===== src/rtl/aes_req_arbiter.sv =====
// aes_req_arbiter
//   Shares one AES-128 core between two requesters. Round-robin selection in
//   IDLE, latches the winner's plaintext/key, pulses core_start, waits for
//   core_done under a watchdog, and returns the result tagged with the
//   requester ID on a single valid/ready response channel.
//
// Ports
//   clk, reset               rising-edge clock, synchronous active-high reset
//   reqN_valid/ready         request handshake per requester (N = 0, 1)
//   reqN_plaintext/key       128-bit block and cipher key per requester
//   core_start               one-cycle start pulse to the core
//   core_plaintext/key       held core inputs, change only on acceptance
//   core_rst                 one-cycle core flush on watchdog expiry
//   core_done/ciphertext     core completion and result
//   rsp_valid/ready          response handshake
//   rsp_id/data/err          requester index, ciphertext (0 on error), timeout flag
//   busy                     high whenever the sequencer is not idle
module aes_req_arbiter #(
  parameter int unsigned TIMEOUT = 200,
  parameter int unsigned TO_W    = 8
) (
  input  logic         clk,
  input  logic         reset,
  input  logic         req0_valid,
  input  logic         req1_valid,
  output logic         req0_ready,
  output logic         req1_ready,
  input  logic [127:0] req0_plaintext,
  input  logic [127:0] req1_plaintext,
  input  logic [127:0] req0_key,
  input  logic [127:0] req1_key,
  output logic         core_start,
  output logic [127:0] core_plaintext,
  output logic [127:0] core_key,
  output logic         core_rst,
  input  logic         core_done,
  input  logic [127:0] core_ciphertext,
  output logic         rsp_valid,
  input  logic         rsp_ready,
  output logic         rsp_id,
  output logic [127:0] rsp_data,
  output logic         rsp_err,
  output logic         busy
);

  typedef enum logic [1:0] {
    S_IDLE,
    S_START,
    S_WAIT,
    S_RESP
  } state_e;

  state_e          state_q;
  logic            last_grant_q;
  logic [TO_W-1:0] timer_q;
  logic [127:0]    pt_q;
  logic [127:0]    key_q;
  logic [127:0]    data_q;
  logic            id_q;
  logic            err_q;
  logic            start_q;
  logic            valid_q;
  logic            busy_q;

  logic            grant0;
  logic            grant1;
  logic            accept;
  logic            timer_last;

  // Ready is combinational from IDLE; with both pending, the requester that
  // did not win last time is granted (last_grant_q = 1 favours req0).
  always_comb begin
    grant0 = 1'b0;
    grant1 = 1'b0;
    if ((state_q == S_IDLE) && !reset) begin
      if (req0_valid && req1_valid) begin
        grant0 = last_grant_q;
        grant1 = ~last_grant_q;
      end else begin
        grant0 = req0_valid;
        grant1 = req1_valid;
      end
    end
  end

  assign accept     = grant0 | grant1;
  assign timer_last = (timer_q == TO_W'(TIMEOUT - 1));

  // core_rst must be high in the expiry cycle itself and suppressed when
  // core_done lands in that same cycle, so it is decoded rather than registered.
  assign core_rst = (state_q == S_WAIT) && timer_last && !core_done && !reset;

  always_ff @(posedge clk) begin
    if (reset) begin
      state_q      <= S_IDLE;
      last_grant_q <= 1'b1;
      timer_q      <= '0;
      pt_q         <= '0;
      key_q        <= '0;
      data_q       <= '0;
      id_q         <= 1'b0;
      err_q        <= 1'b0;
      start_q      <= 1'b0;
      valid_q      <= 1'b0;
      busy_q       <= 1'b0;
    end else begin
      start_q <= 1'b0;
      case (state_q)
        S_IDLE: begin
          if (accept) begin
            pt_q         <= grant1 ? req1_plaintext : req0_plaintext;
            key_q        <= grant1 ? req1_key : req0_key;
            id_q         <= grant1;
            last_grant_q <= grant1;
            start_q      <= 1'b1;
            busy_q       <= 1'b1;
            state_q      <= S_START;
          end
        end
        S_START: begin
          // any core_done seen here belongs to an earlier job and is dropped
          timer_q <= '0;
          state_q <= S_WAIT;
        end
        S_WAIT: begin
          timer_q <= timer_q + TO_W'(1);
          if (core_done) begin
            data_q  <= core_ciphertext;
            err_q   <= 1'b0;
            valid_q <= 1'b1;
            state_q <= S_RESP;
          end else if (timer_last) begin
            data_q  <= '0;
            err_q   <= 1'b1;
            valid_q <= 1'b1;
            state_q <= S_RESP;
          end
        end
        S_RESP: begin
          if (rsp_ready) begin
            valid_q <= 1'b0;
            busy_q  <= 1'b0;
            state_q <= S_IDLE;
          end
        end
        default: begin
          state_q <= S_IDLE;
        end
      endcase
    end
  end

  assign req0_ready     = grant0;
  assign req1_ready     = grant1;
  assign core_start     = start_q;
  assign core_plaintext = pt_q;
  assign core_key       = key_q;
  assign rsp_valid      = valid_q;
  assign rsp_id         = id_q;
  assign rsp_data       = data_q;
  assign rsp_err        = err_q;
  assign busy           = busy_q;

endmodule


===== config.mk =====
export PLATFORM = sky130hd
export DESIGN_NAME = aes_req_arbiter
export DESIGN_NICKNAME = d
export VERILOG_FILES = /design/src/rtl/aes_req_arbiter.sv
export SDC_FILE = /design/constraint.sdc
export NUM_CORES = 1
export LEC_CHECK = 0
export BUFFER_PORTS_ARGS = -buffer_cell sky130_fd_sc_hd__buf_2
export CAP_MARGIN = 20
export CORE_AREA = 2 2 408 410
export CTS_BUF_LIST = sky130_fd_sc_hd__clkbuf_4 sky130_fd_sc_hd__clkbuf_8
export DETAILED_ROUTE_END_ITERATION = 8
export DIE_AREA = 0 0 410 412
export PLACE_DENSITY = 0.32
export SETUP_SLACK_MARGIN = 0.05
export SLEW_MARGIN = 20
export SYNTH_ARGS = -nofsm -noshare
export SYNTH_HDL_FRONTEND = slang
export SYNTH_SLANG_ARGS = --single-unit

===== constraint.sdc =====
create_clock -name clk -period 3.35 [get_ports clk]
set_clock_uncertainty 0.1 [all_clocks]
set_input_delay 0.5025 -clock clk [delete_from_list [all_inputs] [get_ports clk]]
set_output_delay 0.5025 -clock clk [all_outputs]
set_load 0.005 [all_outputs]

-- Word level (Yosys, flattened, before mapping)
Cells that the tools add are included.
- multiplexer cells: 22
- add/sub/neg operators: 1
- reduce and logical (&&, ||, !) cells: 18
- equal/unequal tests: 7
- bitwise logic cells: 3
- operator list (cell ; count):
    128-bit two-way mux ; 4
    8-bit one-hot mux with 2 select lines ; 1
    1-bit two-way mux ; 10
    3-bit AND reduction ; 3
    8-bit by 1-bit adder with 8-bit output, second input constant ; 1
    8-bit == test, second input constant ; 1
    2-bit two-way mux ; 4
    2-bit one-hot mux with 4 select lines ; 1
    2-bit nonzero test ; 4
    1-bit logical AND ; 5
    2-bit == test, second input constant ; 2
    2-bit inequality test, second input constant ; 2
    1-bit one-hot mux with 2 select lines ; 2
    2-bit AND reduction ; 2
    3-bit inequality test, second input constant ; 1
    2-bit by 1-bit == test with 1-bit output, second input constant ; 1
    1-bit logical NOT ; 2
    2-bit logical NOT ; 1
    1-bit NOT ; 2
    2-bit OR reduction ; 1
    1-bit bitwise OR ; 1
- input port bits: 646
- flip-flop bits (word level): 400
- output and inout port bits: 392
- logic and storage cells: 62

-- Longest topological paths before layout
Gate-level depths: netlist of run 1.
- depth in word-level cells: 6
- mapped depth: 9
- depth with buffers taken out: 7

-- Worst setup path after synthesis of run 1
OpenSTA, ideal clock, no wires.
- path kind: register to register
- from: register state_q[1]
- to: register key_q[0] (netlist: core_key[0])
- period minus slack after synthesis: 1.928 ns
- data required time: 3.122 ns
- path buffers: 3
- setup time: 0.128 ns
- arrival: 1.700 ns
- path slack: 1.422 ns
- stages on the path, launching flop included: 10
- cells stage by stage: dfxtp_1 inv_1 ha_1 nor2b_4 and3_1 buf_6 buf_6 buf_6 a222oi_1 nor2_1
- longest elaborated chain between the ends: 5
- elaborated cells on any way between the ends: 7
- classes of those cells: mux (3); bitwise (1); reduce/logical (3)
- RTL lines (element ; RTL line ; RTL):
    start: declaration ; 53 ; state_e state_q;
    start signal: assignment ; 95 ; state_q <= S_IDLE;
    start signal: assignment ; 117 ; state_q <= S_START;
    start signal: assignment ; 123 ; state_q <= S_WAIT;
    2-bit logical NOT (*) ; 75, 108 ;
    1-bit logical AND ; 75 ; if ((state_q == S_IDLE) && !reset) begin
    1-bit two-way mux ; 75 ;
    1-bit bitwise OR ; 86 ; assign accept = grant0 | grant1;
    2-bit AND reduction (no source line) ; n/a ;
    end signal: assignment ; 112 ; key_q <= grant1 ? req1_key : req0_key;
    end: declaration ; 57 ; logic [127:0] key_q;
Every way passes the cells marked *; elsewhere a longest branch is shown, timed or not.
A chain may end at the register's enable or synchronous reset.

-- Worst setup path in the final report of run 1
- from: register state_q[1]
- to: register pt_q[8] (netlist: core_plaintext[8])
- longest elaborated chain between the ends: 5
- elaborated cells on any way between the ends: 7
- classes of those cells: mux (3); bitwise (1); reduce/logical (3)
- RTL lines (element ; RTL line ; RTL):
    2-bit logical NOT (*) ; 75, 108 ;
    1-bit logical AND ; 75 ;
    1-bit two-way mux ; 75 ;
    1-bit bitwise OR ; 86 ;
    2-bit AND reduction (no source line) ; n/a ;
    end signal: assignment ; 111 ; pt_q <= grant1 ? req1_plaintext : req0_plaintext;
    end: declaration ; 56 ; logic [127:0] pt_q;
Marked as above.

==> flow_summary.json, run 1 <==
{
  "period_share": 0.936,
  "area.growth.synth_to_final_pct": 114,
  "place_ws_ns": 0.791,
  "power_mw": 17.6,
  "p_per_area_nw_per_um2": 585,
  "ys.flop_type": "dfxtp_1",
  "hold_violations": 0,
  "crit_slowest_cell": "dlygate4sd3_1",
  "postRouteAntennaNets": 0,
  "antenna_found_initial": 89,
  "leakage_nw": 13.0,
  "fin_crit_ns": 3.14,
  "overflow": 0,
  "setup-tns-final_ns": 0,
  "grt_setup_unrepaired": "false",
  "gp_congestion": 0.850,
  "die_h_um": 412,
  "worstSetupPathType": "reg -> reg",
  "die_area_um2": 169000,
  "relSlewSlack": 0.0500,
  "syn_area_um2": 14100,
  "core-area_um2": 164000,
  "clockRootBuffer": "clkbuf_8",
  "drt_first_pass_iters": 9,
  "cp_max_fo": 48,
  "finalNonFillerCells": 5187,
  "numCtsBuffers": 87,
  "synth_seq_cells": 400,
  "required_ns": 3.91,
  "crit_path_max_incr_delay_ns": 0.60,
  "grt_pass1_vias": 18900,
  "drive_gt1_frac": 0.414,
  "routedWlPerCell_um": 21.6,
  "dp_cells": 4372,
  "crit_top_cell": "buf_12",
  "viasPerCell": 3.65,
  "cts_buffer_depth": 3,
  "clk_pin_slew_worst_paths_ns": 0.06,
  "setup_ws_ns": 0.214,
  "crit_chain": "inv_2 -> ha_4 -> nor2b_4 -> and3_4 -> buf_12 -> buf_12 -> a222oi_1 -> dlygate4sd3_1 -> nor2_1",
  "startpoint_type": "flip-flop",
  "fin_nets": 3570,
  "seq_area_frac_synth": 0.570,
  "pin_count": 1038,
  "die_x_um": 410,
  "syn-num-nets": 1908,
  "vias": 18900,
  "async_flop_share": 0,
  "ys_warn_count": 0,
  "drtIter0Drc": 1982,
  "rows": 149,
  "grt_pass1_wl_um": 149000,
  "clock_sinks": 400,
  "cp-end-kind": "flip-flop",
  "drcViolationCount": 0,
  "htree_levels": 3,
  "setup_viol_count_final": 0,
  "port-buffer-count": 1037,
  "hp-class": "in -> reg",
  "cap_violations": 0,
  "synth_cell_type_count": 36,
  "synth-edff-count": 0,
  "clock.fmax_mhz": 319,
  "hpwl_um": 84000,
  "drv_slew": 0,
  "clk_latency_ns": 0.79,
  "cp_data_arrival_time_ns": 3.69,
  "cts_tree": "yes",
  "synth_cells": 1257,
  "worst_slew_pin_slew_ns": 1.43,
  "synth.avg_cell_area_um2": 11.2,
  "gr-usage-all-layers": 0.125,
  "grt_max_degree": 148,
  "start_util": 0.0856,
  "ir_drop_mv": 0.330,
  "wirelength_um": 112000,
  "holdWs_ns": 0.216,
  "outcome": "finished clean"
}
stage by stage:
stage / area, um^2 / utilization
finish: 30000 / 0.183
global route: 30000 / 0.183
CTS: 30000 / 0.183
detailed placement: 21600 / 0.131
global placement: 21600 / 0.131
floorplan: 14100 / -
path summary, 6_finish.rpt:
path,start,end,slack [ns],cells past startpoint
max,state_q[1]$_SDFFE_PP0P_,core_plaintext[8]$_SDFFE_PP0P_,0.21,9
min,req1_valid,last_grant_q$_SDFFE_PP1P_,0.22,4
max reg2reg,state_q[1]$_SDFFE_PP0P_,core_plaintext[8]$_SDFFE_PP0P_,0.21,9
min reg2reg,rsp_data[115]$_SDFFE_PP0P_,rsp_data[115]$_SDFFE_PP0P_,0.37,1
final cells by class:
class,instances,area (um^2)
well taps,2189,2740
fillers,18500,134000
repair buffers,1717,12100
clock inverters,18,244
flip-flops and latches,400,8010
diodes,18,45.0
inverters,6,22.5
multi-input cells,707,5160
clock buffers,132,1680
state kept, by name, indices dropped and copies added, names as in the netlist:
register and flops:
timer_q 8, state_q 2, core_plaintext 128, rsp_id 1, last_grant_q 1, rsp_err 1, core_key 128, rsp_valid 1
busy 1, core_start 1, rsp_data 128
synth_stat cells, types with 3 or more instances:
library cell  count  area share
xor2_1            3      0.0019
buf_6            40       0.032
clkbuf_1         46       0.012
ha_1              5      0.0045
buf_2            58       0.021
inv_1             6      0.0016
dfxtp_1         400        0.57
a22o_1          128       0.080
a21oi_1           5      0.0018
nand2_1           6      0.0016
nand4_1           4      0.0018
and3_1            3      0.0013
nor2_1          262       0.070
nand2b_1          5      0.0022
a222oi_1        256        0.18
or3_1             3      0.0013
a31oi_1           3      0.0013
where the power goes:
| part | switching [mW] | internal, mW | total [mW] | leakage (nW) |
|---|---|---|---|---|
| clock | 2.58 | 3.51 | 6.09 | 0.995 |
| sequential | 0.361 | 5.39 | 5.75 | 3.26 |
| combinational | 2.59 | 3.13 | 5.71 | 8.74 |
worst max-delay path, delay by kind of cell (launching register included):
kind            cells  cell delay, ns
fa+ha+maj           1            0.17
simple gates        3            0.96
compound gates      1            0.10
buf+inv             4            1.25
flops               1            0.35
layer usage:
layer,global-route usage,up-vias,wire length (um),share of wire
li1,-,8421,-,-
met1,0.141,9206,42900,0.38
met2,0.222,1006,56300,0.50
met3,0.0376,249,8900,0.079
met4,0.0455,32,3850,0.034
met5,0,-,181,0.0016
placed cells by master, fill, tap and decap left out, types with 2 or more instances in the layout:
cell	n
buf_2	1035
dlygate4sd3_1	645
dfxtp_1	400
nor2_1	262
a222oi_1	256
a22o_1	128
clkbuf_8	110
clkbuf_4	22
diode_2	18
buf_4	18
buf_12	16
nand2_1	6
a21oi_1	5
nand2b_1	5
clkinvlp_4	5
inv_1	4
nand4_1	4
ha_1	4
bufinv_16	4
clkinv_2	4
a31oi_1	3
or3_1	3
xor2_1	3
o21ai_0	2
a211oi_1	2
nand3_1	2
and3_4	2
inv_2	2
xnor2_1	2
inv_6	2
clkinv_8	2
buf_6	2
cell families after synthesis:
| kind of cell | Yosys count | synth area share |
|---|---|---|
| multiplexers | 1 | 0.000712 |
| AO/OA/AOI/OAI | 404 | 0.272 |
| buffers and inverters | 151 | 0.0671 |
| XOR/XNOR | 5 | 0.00312 |
| AND/OR/NAND/NOR | 291 | 0.0827 |
| adder cells (fa/ha/maj) | 5 | 0.00445 |
| flip-flops | 400 | 0.570 |
what timing repair did:
item | in CTS | in global routing
endpoints found under the hold margin | 389 | 0
pin swaps | 2 | 0
setup buffers | 1 | 0
hold buffers | 645 | 0
cloned | 1 | 0
setup endpoints to repair | 1 | 19
resized for setup | 5 | 1
No activity file was read; power rests on OpenSTA's default activity.
==> run 2: changes to the inputs <==
--- a/config.mk
+++ b/config.mk
@@ -7,10 +7,10 @@
 export LEC_CHECK = 0
 export BUFFER_PORTS_ARGS = -buffer_cell sky130_fd_sc_hd__buf_2
 export CAP_MARGIN = 20
-export CORE_AREA = 2 2 408 410
+export CORE_AREA = 2 2 410 412
 export CTS_BUF_LIST = sky130_fd_sc_hd__clkbuf_4 sky130_fd_sc_hd__clkbuf_8
 export DETAILED_ROUTE_END_ITERATION = 8
-export DIE_AREA = 0 0 410 412
+export DIE_AREA = 0 0 412 414
 export PLACE_DENSITY = 0.32
 export SETUP_SLACK_MARGIN = 0.05
 export SLEW_MARGIN = 20
==> constraint.sdc (replaced) <==
create_clock -name clk -period 3.27 [get_ports clk]
set_clock_uncertainty 0.1 [all_clocks]
set_input_delay 0.4905 -clock clk [delete_from_list [all_inputs] [get_ports clk]]
set_output_delay 0.4905 -clock clk [all_outputs]
set_load 0.005 [all_outputs]
==> run 2 against run 1 <==
Clock-buffer cell count shrank 2. The run now ends with design-rule violations left. Largest cell class unchanged. Sequential cell count is the same. Non-clock buffer count grew 9. Critical path type unchanged. Die area grew 0.98%. Sequential power grew 3%.
==> flow_summary.json, run 2 (synthesized netlist as in run 1, its figures left out) <==
{
  "clock.fmax_mhz": 330,
  "num-fill-cells": 18900,
  "drcViolationCount": 16,
  "antenna_found_initial": 59,
  "violations": "design-rule violations",
  "die_x_um": 412,
  "hpwl_um": 79100,
  "start_util": 0.0845,
  "cp-end-kind": "flip-flop",
  "viasPerCell": 3.61,
  "cp_max_fo": 46,
  "clk_pin_slew_worst_paths_ns": 0.06,
  "cts_tree": "yes",
  "power_frac_seq": 0.338,
  "core-area_um2": 166000,
  "mostFrequentLayoutCell": "buf_2",
  "postRouteAntennaNets": 0,
  "fin_crit_ns": 3.03,
  "intPower_mw": 11.9,
  "numCtsBuffers": 86,
  "outcome": "finished with violations",
  "rows": 150,
  "wirelength_um": 105000,
  "holdWs_ns": 0.319,
  "period_share": 0.926,
  "p_per_area_nw_per_um2": 584,
  "drive_gt1_frac": 0.414,
  "pin_count": 1038,
  "hold_violations": 0,
  "grt_pass1_wl_um": 143000,
  "cts_setup_buffers": 0,
  "clk_latency_ns": 0.82,
  "sw_frac_of_total": 0.318,
  "hp-class": "in -> reg",
  "setup_ws_ns": 0.241,
  "drtIter0Drc": 1989,
  "power_mw": 17.4,
  "drt_first_pass_iters": 9,
  "place_ws_ns": 0.823,
  "ir_drop_mv": 0.282,
  "die_area_um2": 171000,
  "multi_input_area_um2": 5140,
  "gr-usage-all-layers": 0.118,
  "required_ns": 3.80,
  "worstSetupPathType": "reg -> reg",
  "startpoint_type": "flip-flop",
  "port-buffer-count": 1037,
  "setup_viol_count_final": 0,
  "fin_nets": 3577,
  "cts_buffer_depth": 3,
  "grt_setup_unrepaired": "false",
  "clock_sinks": 400,
  "seq_area_um2": 8010,
  "gp_congestion": 0.811,
  "die_h_um": 414,
  "worst_slew_pin_slew_ns": 1.13,
  "leakage_nw": 13.0,
  "routedWlPerCell_um": 20.2,
  "cp_data_arrival_time_ns": 3.56,
  "drv_slew": 0,
  "combPwrFrac": 0.330,
  "clockRootBuffer": "clkbuf_8",
  "p_clk_frac": 0.332,
  "switching_power_mw": 5.54,
  "setup-tns-final_ns": 0,
  "area.growth.synth_to_final_pct": 112,
  "htree_levels": 3,
  "overflow": 0,
  "cap_violations": 0,
  "grt_max_degree": 146,
  "relSlewSlack": 0.245,
  "vias": 18800,
  "final_cell_mix": "buf_2 (1036), dlygate4sd3_1 (647), dfxtp_1 (400)",
  "grt_pass1_vias": 19200,
  "finalCoreUtilization": 0.180
}
## run 2: changes by cell type in the layout (fill, tap and decap cells not counted), moves of 2 or more
cell           change
dlygate4sd3_1      +2
clkbuf_8          -11
clkinv_2           +3
buf_4             +10
bufinv_16          -3
buf_12             -3
clkbuf_4           +9
inv_1              +2
diode_2           -10
inv_2              -2
clkinvlp_4         -2
## run 2: critical path, stage by stage, from the launching register on
cell	delay (ns)
dfxtp_1	0.37
inv_1	0.08
ha_1	0.26
nor2b_4	0.17
and3_4	0.28
buf_12	0.19
buf_4	0.28
a222oi_1	0.36
dlygate4sd3_1	0.61
nor2_1	0.04
## run 2: layout make-up
cell class / instances / share of cell area
Timing Repair Buffer: 1726 / 0.407
Sequential cell: 400 / 0.268
Multi-Input combinational cell: 706 / 0.172
Tap cell: 2204 / 0.0923
Clock buffer: 130 / 0.0534
Clock inverter: 16 / 0.00541
Inverter: 6 / 0.000754
Antenna cell: 8 / 0.000670
## run 2: timing repair
item                                    CTS  global route
endpoints found under the setup margin    0            10
resized for setup                         0             1
endpoints found under the hold margin   391             0
hold buffers                            647             0
## run 2: stage by stage
| step | area, um^2 | instances |
|---|---|---|
| 3_5_place_dp | 21600 | 4395 |
| 5_1_grt | 29900 | 5194 |
| 6_report | 29900 | 5196 |
| 3_3_place_gp | 21600 | 4395 |
| 2_1_floorplan | 14100 | 1257 |
| 4_1_cts | 29800 | 5188 |
## run 2: metal layers
layer,GRT usage,wire length [um],vias to the layer above
met2,0.211,53600,1018
met1,0.130,39500,9110
li1,-,-,8409
met3,0.0318,8460,226
met5,0,14,-
met4,0.0450,3410,2
## run 2: power by group through the flow
stage	Sequential, mW	Clock, mW	Combinational [mW]
2_1_floorplan	5.98	0	2.07
4_1_cts	5.89	6.10	5.79
6_report	5.90	5.78	5.76
5_1_grt	5.96	6.29	6.25
3_3_place_gp	5.98	0	4.07
3_5_place_dp	5.97	0	4.07
## run 2: path summary, 6_finish.rpt
kind	start	slack (ns)	endpoint	cells past startpoint
worst max-delay path	state_q[1]$_SDFFE_PP0P_	0.24	core_key[10]$_SDFFE_PP0P_	9
worst min-delay path	core_ciphertext[47]	0.32	rsp_data[47]$_SDFFE_PP0P_	3
worst max register to register	state_q[1]$_SDFFE_PP0P_	0.24	core_key[10]$_SDFFE_PP0P_	9
worst min register to register	rsp_data[28]$_SDFFE_PP0P_	0.36	rsp_data[28]$_SDFFE_PP0P_	1
